File: src/rtl/pulser_pkg.sv
// Shared constants for the multi-channel pulse generator: trigger mode
// encodings, repeat FSM state encodings and a small sizing helper.
package pulser_pkg;

  // Trigger mode encodings (value of the shared 'mode' input)
  localparam logic [1:0] MODE_RISE   = 2'd0;
  localparam logic [1:0] MODE_FALL   = 2'd1;
  localparam logic [1:0] MODE_BOTH   = 2'd2;
  localparam logic [1:0] MODE_REPEAT = 2'd3;

  // Auto-repeat FSM states
  localparam logic [1:0] RPT_IDLE       = 2'd0;
  localparam logic [1:0] RPT_WAIT_FIRST = 2'd1;
  localparam logic [1:0] RPT_REPEAT     = 2'd2;

  // Larger of two values; used to size the shared repeat timer
  function automatic int max2(input int a, input int b);
    return (a > b) ? a : b;
  endfunction

endpackage

File: src/rtl/pulser_channel.sv
// One channel: synchroniser, debouncer, edge qualification, auto-repeat FSM, pulse stretcher.
// Latency: input change stable before edge 1 shows on level/pulse at edge SYNC_STAGES+DEBOUNCE_CYCLES.
// Backpressure: none; free-running, outputs are plain registered levels.
module pulser_channel
  import pulser_pkg::*;
#(
  parameter int SYNC_STAGES     = 2,
  parameter int DEBOUNCE_CYCLES = 16,
  parameter int PULSE_CYCLES    = 1,
  parameter int REPEAT_DELAY    = 1000,
  parameter int REPEAT_PERIOD   = 200
) (
  input  logic       clk,
  input  logic       rst_n,
  input  logic       signal,
  input  logic [1:0] mode,
  output logic       pulse,
  output logic       level
);

  localparam int DW = $clog2(DEBOUNCE_CYCLES + 1);
  localparam int PW = $clog2(PULSE_CYCLES + 1);
  localparam int TW = $clog2(max2(REPEAT_DELAY, REPEAT_PERIOD) + 1);

  localparam logic [DW-1:0] DB_LAST   = DW'(DEBOUNCE_CYCLES - 1);
  localparam logic [PW-1:0] PW_LOAD   = PW'(PULSE_CYCLES);
  localparam logic [TW-1:0] T_DELAY   = TW'(REPEAT_DELAY);
  localparam logic [TW-1:0] T_PERIOD  = TW'(REPEAT_PERIOD);

  logic [SYNC_STAGES-1:0] sync_q;
  logic                   s;
  logic [DW-1:0]          db_cnt;
  logic                   accept;
  logic                   rise;
  logic                   fall;

  logic [1:0]             rpt_state;
  logic [1:0]             rpt_state_d;
  logic [TW-1:0]          timer;
  logic [TW-1:0]          timer_d;
  logic                   rpt_evt;

  logic                   evt;
  logic [PW-1:0]          pcnt;

  // Synchroniser: shift the raw input through SYNC_STAGES flops
  always_ff @(posedge clk or negedge rst_n) begin
    if (!rst_n) begin
      sync_q <= '0;
    end else begin
      sync_q <= {sync_q[SYNC_STAGES-2:0], signal};
    end
  end

  assign s = sync_q[SYNC_STAGES-1];

  // A level change is accepted on the clock where the run of differing
  // samples reaches DEBOUNCE_CYCLES.
  assign accept = (s != level) && (db_cnt == DB_LAST);
  assign rise   = accept && !level;
  assign fall   = accept &&  level;

  // Debouncer: count consecutive differing samples, toggle level on the last one
  always_ff @(posedge clk or negedge rst_n) begin
    if (!rst_n) begin
      db_cnt <= '0;
      level  <= 1'b0;
    end else if (s == level) begin
      db_cnt <= '0;
    end else if (db_cnt == DB_LAST) begin
      db_cnt <= '0;
      level  <= ~level;
    end else begin
      db_cnt <= db_cnt + 1'b1;
    end
  end

  // Auto-repeat next-state logic. The timer holds the number of clocks left
  // until the next repeat event, so an event fires when it would hit zero.
  // Leaving mode 3 or an accepted fall abandons the sequence without an event.
  always_comb begin
    rpt_state_d = rpt_state;
    timer_d     = timer;
    rpt_evt     = 1'b0;
    if ((mode != MODE_REPEAT) || fall) begin
      rpt_state_d = RPT_IDLE;
      timer_d     = '0;
    end else begin
      case (rpt_state)
        RPT_IDLE: begin
          if (rise) begin
            rpt_state_d = RPT_WAIT_FIRST;
            timer_d     = T_DELAY;
          end
        end
        RPT_WAIT_FIRST, RPT_REPEAT: begin
          if (timer <= TW'(1)) begin
            rpt_evt     = 1'b1;
            rpt_state_d = RPT_REPEAT;
            timer_d     = T_PERIOD;
          end else begin
            timer_d = timer - 1'b1;
          end
        end
        default: begin
          rpt_state_d = RPT_IDLE;
          timer_d     = '0;
        end
      endcase
    end
  end

  // Auto-repeat state and timer registers
  always_ff @(posedge clk or negedge rst_n) begin
    if (!rst_n) begin
      rpt_state <= RPT_IDLE;
      timer     <= '0;
    end else begin
      rpt_state <= rpt_state_d;
      timer     <= timer_d;
    end
  end

  // Qualify edges by the current mode; mode is sampled on the same edge the
  // event is registered, so earlier edges are never re-qualified.
  always_comb begin
    evt = 1'b0;
    case (mode)
      MODE_RISE:   evt = rise;
      MODE_FALL:   evt = fall;
      MODE_BOTH:   evt = rise | fall;
      MODE_REPEAT: evt = rise | rpt_evt;
      default:     evt = 1'b0;
    endcase
  end

  // Pulse stretcher: an event (re)loads the counter, so overlapping events
  // merge into one continuous pulse ending PULSE_CYCLES after the last one.
  always_ff @(posedge clk or negedge rst_n) begin
    if (!rst_n) begin
      pcnt  <= '0;
      pulse <= 1'b0;
    end else if (evt) begin
      pcnt  <= PW_LOAD;
      pulse <= 1'b1;
    end else begin
      if (pcnt != '0) begin
        pcnt <= pcnt - 1'b1;
      end
      pulse <= (pcnt > PW'(1));
    end
  end

endmodule

File: src/rtl/multi_pulser.sv
// Multi-channel debounced edge-to-pulse generator for a bank of raw inputs.
// Latency: SYNC_STAGES+DEBOUNCE_CYCLES clocks from a stable input change to level/pulse.
// Backpressure: none; every channel runs independently every clock.
module multi_pulser
  import pulser_pkg::*;
#(
  parameter int CHANNELS        = 4,
  parameter int SYNC_STAGES     = 2,
  parameter int DEBOUNCE_CYCLES = 16,
  parameter int PULSE_CYCLES    = 1,
  parameter int REPEAT_DELAY    = 1000,
  parameter int REPEAT_PERIOD   = 200
) (
  input  logic                clk,
  input  logic                rst_n,
  input  logic [CHANNELS-1:0] signal,
  input  logic [1:0]          mode,
  output logic [CHANNELS-1:0] pulse,
  output logic [CHANNELS-1:0] level
);

  // One fully independent channel per input bit, all sharing the mode select
  for (genvar i = 0; i < CHANNELS; i++) begin : g_ch
    pulser_channel #(
      .SYNC_STAGES     (SYNC_STAGES),
      .DEBOUNCE_CYCLES (DEBOUNCE_CYCLES),
      .PULSE_CYCLES    (PULSE_CYCLES),
      .REPEAT_DELAY    (REPEAT_DELAY),
      .REPEAT_PERIOD   (REPEAT_PERIOD)
    ) u_ch (
      .clk    (clk),
      .rst_n  (rst_n),
      .signal (signal[i]),
      .mode   (mode),
      .pulse  (pulse[i]),
      .level  (level[i])
    );
  end

endmodule

File: config.mk
export PLATFORM = sky130hd
export DESIGN_NAME = multi_pulser
export DESIGN_NICKNAME = d
export VERILOG_FILES = /design/src/rtl/pulser_pkg.sv /design/src/rtl/pulser_channel.sv /design/src/rtl/multi_pulser.sv
export SDC_FILE = /design/constraint.sdc
export NUM_CORES = 1
export LEC_CHECK = 0
export BUFFER_PORTS_ARGS = -buffer_cell sky130_fd_sc_hd__buf_2
export CELL_PAD_IN_SITES_DETAIL_PLACEMENT = 2
export CELL_PAD_IN_SITES_GLOBAL_PLACEMENT = 2
export CORE_AREA = 10 10 118 120
export CTS_CLUSTER_DIAMETER = 100
export DETAILED_ROUTE_END_ITERATION = 16
export DIE_AREA = 0 0 128 130
export GPL_ROUTABILITY_DRIVEN = 1
export GPL_TIMING_DRIVEN = 0
export PLACE_DENSITY_LB_ADDON = 0.1
export SLEW_MARGIN = 15
export SYNTH_ARGS = -nofsm -noshare
export SYNTH_HDL_FRONTEND = slang
export SYNTH_SLANG_ARGS = --single-unit
File: constraint.sdc
create_clock -name clk -period 3.1 [get_ports clk]
set_clock_uncertainty 0.05 [all_clocks]
set_input_delay 0.775 -clock clk [delete_from_list [all_inputs] [get_ports clk]]
set_output_delay 0.775 -clock clk [all_outputs]
set_load 0.1 [all_outputs]
* Word-level counts from Yosys, hierarchy flattened *
Index checks and enable logic that the tools add are counted.

operators by class
  $add $sub $neg = 12
  reductions and logical operators = 37
  $lt $le $gt $ge = 8
  mux-type cells = 68
  equal/unequal tests = 32
  bitwise logic cells = 16

operators by type and width
  operator                                                                            number
  10-bit 2-to-1 mux                                                                   12
  10-bit one-hot mux with 2 select lines                                              4
  10-bit by 1-bit less-or-equal comparator with 1-bit output (second input constant)  4
  5-bit 2-to-1 mux                                                                    8
  10-bit by 1-bit subtractor with 10-bit output (second input constant)               4
  1-bit 2-to-1 mux                                                                    24
  2-bit 2-to-1 mux                                                                    12
  3-bit by 1-bit inequality test with 1-bit output (second input constant)            8
  5-bit by 1-bit adder with 5-bit output (second input constant)                      4
  5-bit by 4-bit == test with 1-bit output (second input constant)                    4
  1-bit one-hot mux with 4 select lines                                               4
  2-bit one-hot mux with 2 select lines                                               4
  2-bit AND reduction                                                                 8
  2-bit == test (second input constant)                                               6
  1-bit logical AND                                                                   12
  2-bit by 1-bit == test with 1-bit output (second input constant)                    5
  2-bit zero test                                                                     5
  1-bit NOT                                                                           8
  1-bit OR                                                                            8
  2-bit OR reduction                                                                  4
  1-bit == test                                                                       4
  1-bit greater-than comparator (second input constant)                               4
  1-bit zero test                                                                     4
  1-bit logical OR                                                                    4
  other kinds (3)                                                                     9

storage, ports and cells
  register bits after elaboration = 88
  logic and storage cells = 201
  output and inout port bits = 8
  input port bits = 8

* Longest topological paths before layout *
Gate-level depths: netlist (run 1).

  depth in word-level cells = 8
  depth in mapped cells = 8
  gate-level depth less buffers = 7

* Hierarchy *
Synthesis (run 1) repeated with hierarchy kept, for this count alone.

second synthesis, totals
  cell total of the unflattened synthesis = 535
  area, all modules = 5068.6 um^2

by module, submodules not included
  module                             times used  sequential area each (um^2)  cells an instance  area each (um^2)
  pulser_channel (g_ch[0].u_ch ...)  2           525.5                        138                1273.7
  pulser_channel (g_ch[3].u_ch)      1           525.5                        136                1277.5
  pulser_channel (g_ch[1].u_ch)      1           525.5                        123                1243.7

* Worst setup path before layout (run 1) *
No wires, ideal clock.

  kind = input to register
  start = in mode[0]
  end = reg g_ch[1].u_ch.timer[2]
  path slack = 0.961 ns
  data arrival time = 2.025 ns
  setup time = 0.064 ns
  data required time = 2.986 ns
  buffers on the path = 1
  stages on the path = 6
  cells stage by stage = buf_2 nand2_1 nor3b_1 o21ai_0 o21ai_0 a21o_1

between the ends
  longest elaborated chain between the ends = 3
  elaborated cells between the ends (all ways) = 4
  classes of those cells = 2 x eq/ne; 1 x mux; 1 x reduce/logical

ends and longest elaborated chain
  what                                                                                                    RTL line               text
  start: declaration                                                                                      multi_pulser.sv:17     input logic [1:0] mode,
  2-bit inequality test *                                                                                 pulser_channel.sv:85   if ((mode != MODE_REPEAT) || fall) begin
  1-bit logical OR *                                                                                      pulser_channel.sv:85
  3-bit by 1-bit inequality test with 1-bit output (no source line) or 10-bit 2-to-1 mux (tied branches)  n/a
  end signal: assignment                                                                                  pulser_channel.sv:120  timer <= timer_d;
  end: declaration                                                                                        pulser_channel.sv:39   logic [TW-1:0] timer;

Every way passes the cells marked *; elsewhere a longest branch is shown, timed or not.
A chain may end at the register's enable or synchronous reset.

* Final worst setup path (run 1) *
  start = reg g_ch[1].u_ch.db_cnt[0]
  end = reg g_ch[1].u_ch.timer[3]

between the ends
  longest elaborated chain between the ends = 5
  elaborated cells between the ends (all ways) = 7
  classes of those cells = 2 x eq/ne; 1 x mux; 4 x reduce/logical

ends and longest elaborated chain
  what                                                                                                    RTL line              text
  start: declaration                                                                                      pulser_channel.sv:32  logic [DW-1:0] db_cnt;
  start signal: assignment                                                                                pulser_channel.sv:74  db_cnt <= db_cnt + 1'b1;
  5-bit by 4-bit == test with 1-bit output *                                                              pulser_channel.sv:59  assign accept = (s != level) && (db_cnt == DB_LAST);
  1-bit logical AND *                                                                                     pulser_channel.sv:59
  1-bit logical AND                                                                                       pulser_channel.sv:61  assign fall = accept && level;
  1-bit logical OR                                                                                        pulser_channel.sv:85
  3-bit by 1-bit inequality test with 1-bit output (no source line) or 10-bit 2-to-1 mux (tied branches)  n/a

Marks and branches as above.

==> results of run 1 <==
==> worst max-delay path, stage by stage, from the launching register on <==
cell     delay [ns]
dfrtp_1        0.39
ha_1           0.27
and4b_1        0.33
a21oi_1        0.18
o21ai_0        0.69
a31oi_1        0.12
a311o_1        0.36
==> report_power, final <==
group          switching, W  total (W)  leakage [nW]  internal, W
Combinational      0.000786    0.00122          1.35     0.000430
Clock              0.000460    0.00111         0.147     0.000646
Sequential         0.000105    0.00130          1.14      0.00119
==> layer usage <==
metal	wire (um)	vias to the layer above	GRT usage, %
met5	0	-	0
met4	253	0	6.75
met3	327	20	2.88
met2	7270	36	31.9
met1	6320	2147	22.1
li1	-	1968	-
==> path summary, 6_finish.rpt <==
check / from / end / slack (ns) / cells past startpoint
max in group asynchronous: rst_n / g_ch[0].u_ch.timer[6] / 2.02 / 2
hold / removal: g_ch[1].u_ch.sync_q[0] / g_ch[1].u_ch.sync_q[1] / 0.30 / 0
setup / recovery: g_ch[1].u_ch.db_cnt[0] / g_ch[1].u_ch.timer[3] / 0.61 / 6
min in group asynchronous: rst_n / g_ch[1].u_ch.timer[2] / 0.36 / 1
hold reg to reg: g_ch[1].u_ch.sync_q[0] / g_ch[1].u_ch.sync_q[1] / 0.30 / 0
setup reg to reg: g_ch[1].u_ch.db_cnt[0] / g_ch[1].u_ch.timer[3] / 0.61 / 6
==> cell families after synthesis <==
| kind of cell | after synthesis | synth area share (%) |
|---|---|---|
| and+or+nand+nor | 191 | 21.3 |
| adders and majority gates | 24 | 6.16 |
| buffers and inverters | 41 | 4.13 |
| muxes | 4 | 0.872 |
| AOI/OAI and AO/OA | 159 | 21.5 |
| DFF | 84 | 43.1 |
| xor gates and xnor gates | 16 | 2.87 |
==> per-stage QoR <==
stage	hold slack, ns	util (%)	instance area (um^2)	cells
floorplan	0.281	-	4880	519
global placement	0.283	43.8	5130	680
detailed placement	0.295	44.1	5160	681
CTS	0.309	46.6	5460	697
global route	0.312	46.6	5460	697
finish	0.303	46.6	5460	697
==> flip-flops by register name, summed over array words and instances (netlist names) <==
register / flops
g_ch.u_ch.rpt_state: 8
g_ch.u_ch.sync_q: 8
g_ch.u_ch.db_cnt: 20
g_ch.u_ch.timer: 40
g_ch.u_ch.level: 4
g_ch.u_ch.pcnt: 4
==> cell usage after synthesis (10+ instances only) <==
library cell  instances  area [um^2]
inv_1                23         86.3
a21oi_1              37          185
nor2_1               33          124
nand2_1              46          173
o22ai_1              14         87.6
xnor2_1              10         87.6
dfrtp_1              84         2100
nor3_1               19         95.1
ha_1                 24          300
nor2b_1              11         68.8
nand3_1              14         70.1
o21ai_0              37          185
==> final cells by class <==
type	count	area, um^2
tap	147	184
sequential	84	2100
buffer	18	115
fill	1271	6260
clock inverter	4	48.8
clock buffer	12	246
inverter	23	86.3
timing repair buffer	15	100
multi-input combinational	394	2570
==> layout by cell type (no fill, tap or decap), drive strengths merged, types with 7 or more instances in the layout <==
cell    synthesis  routed
or3             7       7
inv            23      23
a211o           7       7
or2             7       7
a21o            7       7
nor2           33      33
nor3           19      19
dfrtp          84      84
a21oi          37      37
ha             24      24
clkbuf          6      18
nand2          46      46
o22ai          14      14
o21ai          40      40
buf            12      27
nand3          14      14
nor4           10      10
nand2b          9       9
nor2b          11      11
xnor2          10      10
a31oi           9       9
==> reports/metrics.yaml, run 1 <==
p_per_area_mw_per_mm2: 664
cp_max_fo: 5
tightestPinTransition_ns: 0.860
cp-end-kind: "flop"
setup_ws_ns: 0.611
post_cts_resized: 0
cts_sinks: 84
leakagePower_nw: 2.63
drive_gt1_share_pct: 10.7
place_ws_ns: 0.298
slew_viol_final: 0
cts_setup_buffers: 0
ys_ff_latch: 84
crit_path_start_kind: "flop"
fmax_ghz: 0.402
cts_root_buf: "clkbuf_16"
fp.dieH_um: 130
relSlewSlack_pct: 42.5
first_global_vias: 4719
yosys_warnings: 0
io_buffers: 14
core-area_mm2: 0.0117
drtIter0Drc: 174
drc_errors: 0
vias_per_cell: 5.98
cp.required_ns: 3.29
rsz0062_at_grt: "false"
ys_seq_area_share_pct: 43.1
cts_hold_buffers: 0
io_pins: 16
hpwl_mm: 9.87
grt-ovfl-total: 0
tritoncts: "yes"
start_util_pct: 41.6
cts_buffer_depth: 2
nets: 577
antenna_cells_inserted: 0
ir_drop_mv: 0.416
cp.arrival_ns: 2.67
power_w: 0.00362
route.vias.total: 4171
synthArstFlopShare_pct: 100
ys_types: 68
drt-total-wl_mm: 14.2
gp_congestion: 0.797
grt_pass1_wl_mm: 24.6
final.period_utilization_pct: 80.3
grt_start_max_net_pins: 45
ant_nets: 0
drt-pass1-iter-count: 7
antenna_found_initial: 0
synth_ff_type: "dfrtp_1"
clk_pin_slew_ns: 0.06
status: "completed"
setup-violations-final: 0
clk_latency_ns: 0.35
min_path_type: "reg2reg"
syn_inst: 519
areaGrowthSynthToFinish_pct: 11.9
die-area_mm2: 0.0166
num_rows: 40
final.min_clock_period_ns: 2.49
cts_made_buffers: 9
drt-wirelength-per-cell_um: 20.3
synth_nets: 551
cts_htree_levels: 3
hold_viol: 0
grt_usage_pct: 18.2
synth_edf_count: 0
crit_type: "reg2reg"
drv_cap: 0
fp.dieW_um: 128
synth_area_mm2: 0.00488
avgSynthCellArea_um2: 9.39
fin_tns_setup_ns: 0
(Power assumes the default switching activity.)
==> inputs of run 2 (changes only) <==
CORE_AREA = 10 10 128 130   (was 10 10 118 120)
DIE_AREA = 0 0 138 140   (was 0 0 128 130)
clock period = 2.15 ns   (was 3.1 ns; I/O delays follow)
==> run 2 against run 1 <==
Effect of this change:
- maximum frequency rose by 21%
- largest power group unchanged
- sequential power rose by 45%
- critical path type unchanged
- routed wire length fell by 0.30%
- sequential cell count did not move
- die area rose by 16%
==> reports/metrics.yaml, run 2 (synthesis gave the netlist of run 1 again) <==
gp_congestion: 0.790  # -0.89%
vias_per_cell: 5.62  # -6.1%
num_rows: 43  # +7.5%
cts_htree_levels: 3  # unchanged
drv_cap: 0  # unchanged
ir_drop_mv: 0.491  # +18%
drc_errors: 0  # unchanged
io_buffers: 14  # unchanged
drive_gt1_share_pct: 17.4  # +6.7 points
top_regs: "g_ch.u_ch.timer x40, g_ch.u_ch.db_cnt x20"
n_fill_cell: 1505  # +18%
drt-wirelength-per-cell_um: 19.1  # -5.8%
layout_commonest_cell: "dfrtp_1"
cp.required_ns: 2.33  # -0.96 ns
hpwl_mm: 10.1  # +2.0%
fmax_ghz: 0.486  # +21%
io_pins: 16  # unchanged
largest_register_ff_count: 40  # unchanged
cts_made_buffers: 9  # unchanged
areaGrowthSynthToFinish_pct: 17.8
cts_hold_buffers: 0  # unchanged
ant_nets: 0  # unchanged
cp-end-kind: "flop"
cts_sinks: 84  # unchanged
nets: 585  # +1.4%
slowest_stage: "or4_4"
regArea_mm2: 0.00210  # +0.12%
cp_num_buf_inv: 1  # +1
first_global_vias: 4548  # -3.6%
grt_start_max_net_pins: 46  # +2.2%
status: "completed"
cp_top_family: "simple AND/OR/NAND/NOR gates"
fp.dieW_um: 138  # +7.8%
die-area_mm2: 0.0193  # +16%
grt_usage_pct: 14.6  # -3.6 points
cp.arrival_ns: 2.24  # -0.43 ns
regMostFlops: "g_ch.u_ch.timer"
fp.dieH_um: 140  # +7.7%
cts_root_buf: "clkbuf_16"
final.period_utilization_pct: 95.6  # +15 points
max_stage_delay_ns: 0.57  # -0.12 ns
setup-violations-final: 0  # unchanged
tritoncts: "yes"
crit_path_start_kind: "flop"
cts_buffer_depth: 2  # unchanged
core-area_mm2: 0.0138  # +18%
path_cells: "or4_4 -> nand4bb_1 -> buf_6 -> o211ai_4 -> o21ai_1 -> a211o_1"
leakagePower_nw: 2.72  # +3.6%
drt-total-wl_mm: 14.1  # -0.30%
clk_pin_slew_ns: 0.06  # about the same
multi_input_area_mm2: 0.00272  # +5.9%
start_util_pct: 35.4  # -6.2 points
grt-ovfl-total: 0  # unchanged
slew_viol_final: 0  # unchanged
tightestPinTransition_ns: 0.621  # -0.240 ns
antenna_found_initial: 0  # unchanged
grt_pass1_wl_mm: 23.7  # -3.6%
final.min_clock_period_ns: 2.06  # -0.433 ns
clk_latency_ns: 0.35  # about the same
drt-pass1-iter-count: 4  # -3
route.vias.total: 4145  # -0.62%
utilization_pct: 41.7  # -4.9 points
power_w: 0.00547  # +51%
antenna_cells_inserted: 0  # unchanged
min_path_type: "in2async"
crit_type: "reg2reg"
hold_viol: 0  # unchanged
cp_max_fo: 7  # +2
p_per_area_mw_per_mm2: 952  # +44%
relSlewSlack_pct: 58.2  # +16 points
drtIter0Drc: 216  # +24%
mostFrequentLayoutCells: "82 x dfrtp_1, 45 x nand2_1, 36 x a21oi_1, 34 x o21ai_0, 33 x nor2_1"
==> run 2: cell types whose count changed in the layout (fill, tap and decap cells not counted), moves of 3 or more <==
cell | before | now
clkbuf_1 | 8 | 4
o21ai_0 | 37 | 34
nor3_1 | 19 | 13
nor3_2 | 0 | 5
buf_4 | 9 | 19
==> run 2: routing by layer <==
layer,GRT usage (%),part of all wire (%),up-vias
li1,-,-,1976
met1,18.1,47,2120
met2,25.1,50,34
met3,2.10,1.7,15
met4,5.66,1.7,0
met5,0,0,-
==> run 2: worst paths after layout <==
kind,start,to,slack (ns),cells past startpoint
max reg2reg,g_ch[1].u_ch.timer[7],g_ch[1].u_ch.timer[8],0.09,6
max in group asynchronous,rst_n,g_ch[0].u_ch.rpt_state[0],1.27,2
max,g_ch[1].u_ch.timer[7],g_ch[1].u_ch.timer[8],0.09,6
min,rst_n,g_ch[1].u_ch.timer[9],0.14,1
min reg2reg,g_ch[3].u_ch.sync_q[0],g_ch[3].u_ch.sync_q[1],0.30,0
min in group clk,signal[0],g_ch[0].u_ch.sync_q[0],0.24,1
==> run 2: layout make-up <==
| class | instances | share of cell area [%] |
|---|---|---|
| plain buffers | 16 | 1.92 |
| clock buffers | 12 | 4.29 |
| clock inverters | 4 | 1.26 |
| inverters | 23 | 1.50 |
| multi-input cells | 394 | 47.4 |
| flip-flops and latches | 84 | 36.6 |
| well taps | 180 | 3.92 |
| repair buffers | 25 | 3.05 |
==> run 2: power breakdown <==
part / switching, W / internal [W] / leakage (nW) / total, W
logic: 0.00116 / 0.000718 / 1.44 / 0.00188
clock network: 0.000665 / 0.00105 / 0.153 / 0.00171
registers: 0.000155 / 0.00172 / 1.13 / 0.00188
==> run 2: what timing repair did <==
action | in CTS | in global routing
setup buffers | 4 | 6
pin swaps | 2 | 4
resized for setup | 14 | 27
setup endpoints to repair | 28 | 35
hold endpoints to repair | 0 | 0
==> run 2: per-stage QoR <==
stage / TNS [ns] / hold slack, ns / instances / setup WS, ns / area (um^2)
floorplan: 0 / 0.192 / 519 / 0.136 / 4880
global placement: -37.44 / 0.286 / 713 / -0.423 / 5170
detailed placement: -6.92 / 0.288 / 714 / -0.443 / 5200
CTS: -0.00144 / 0.160 / 734 / -0.00144 / 5600
global route: -0.0117 / 0.186 / 738 / -0.0117 / 5740
finish: 0 / 0.141 / 738 / 0.0937 / 5740
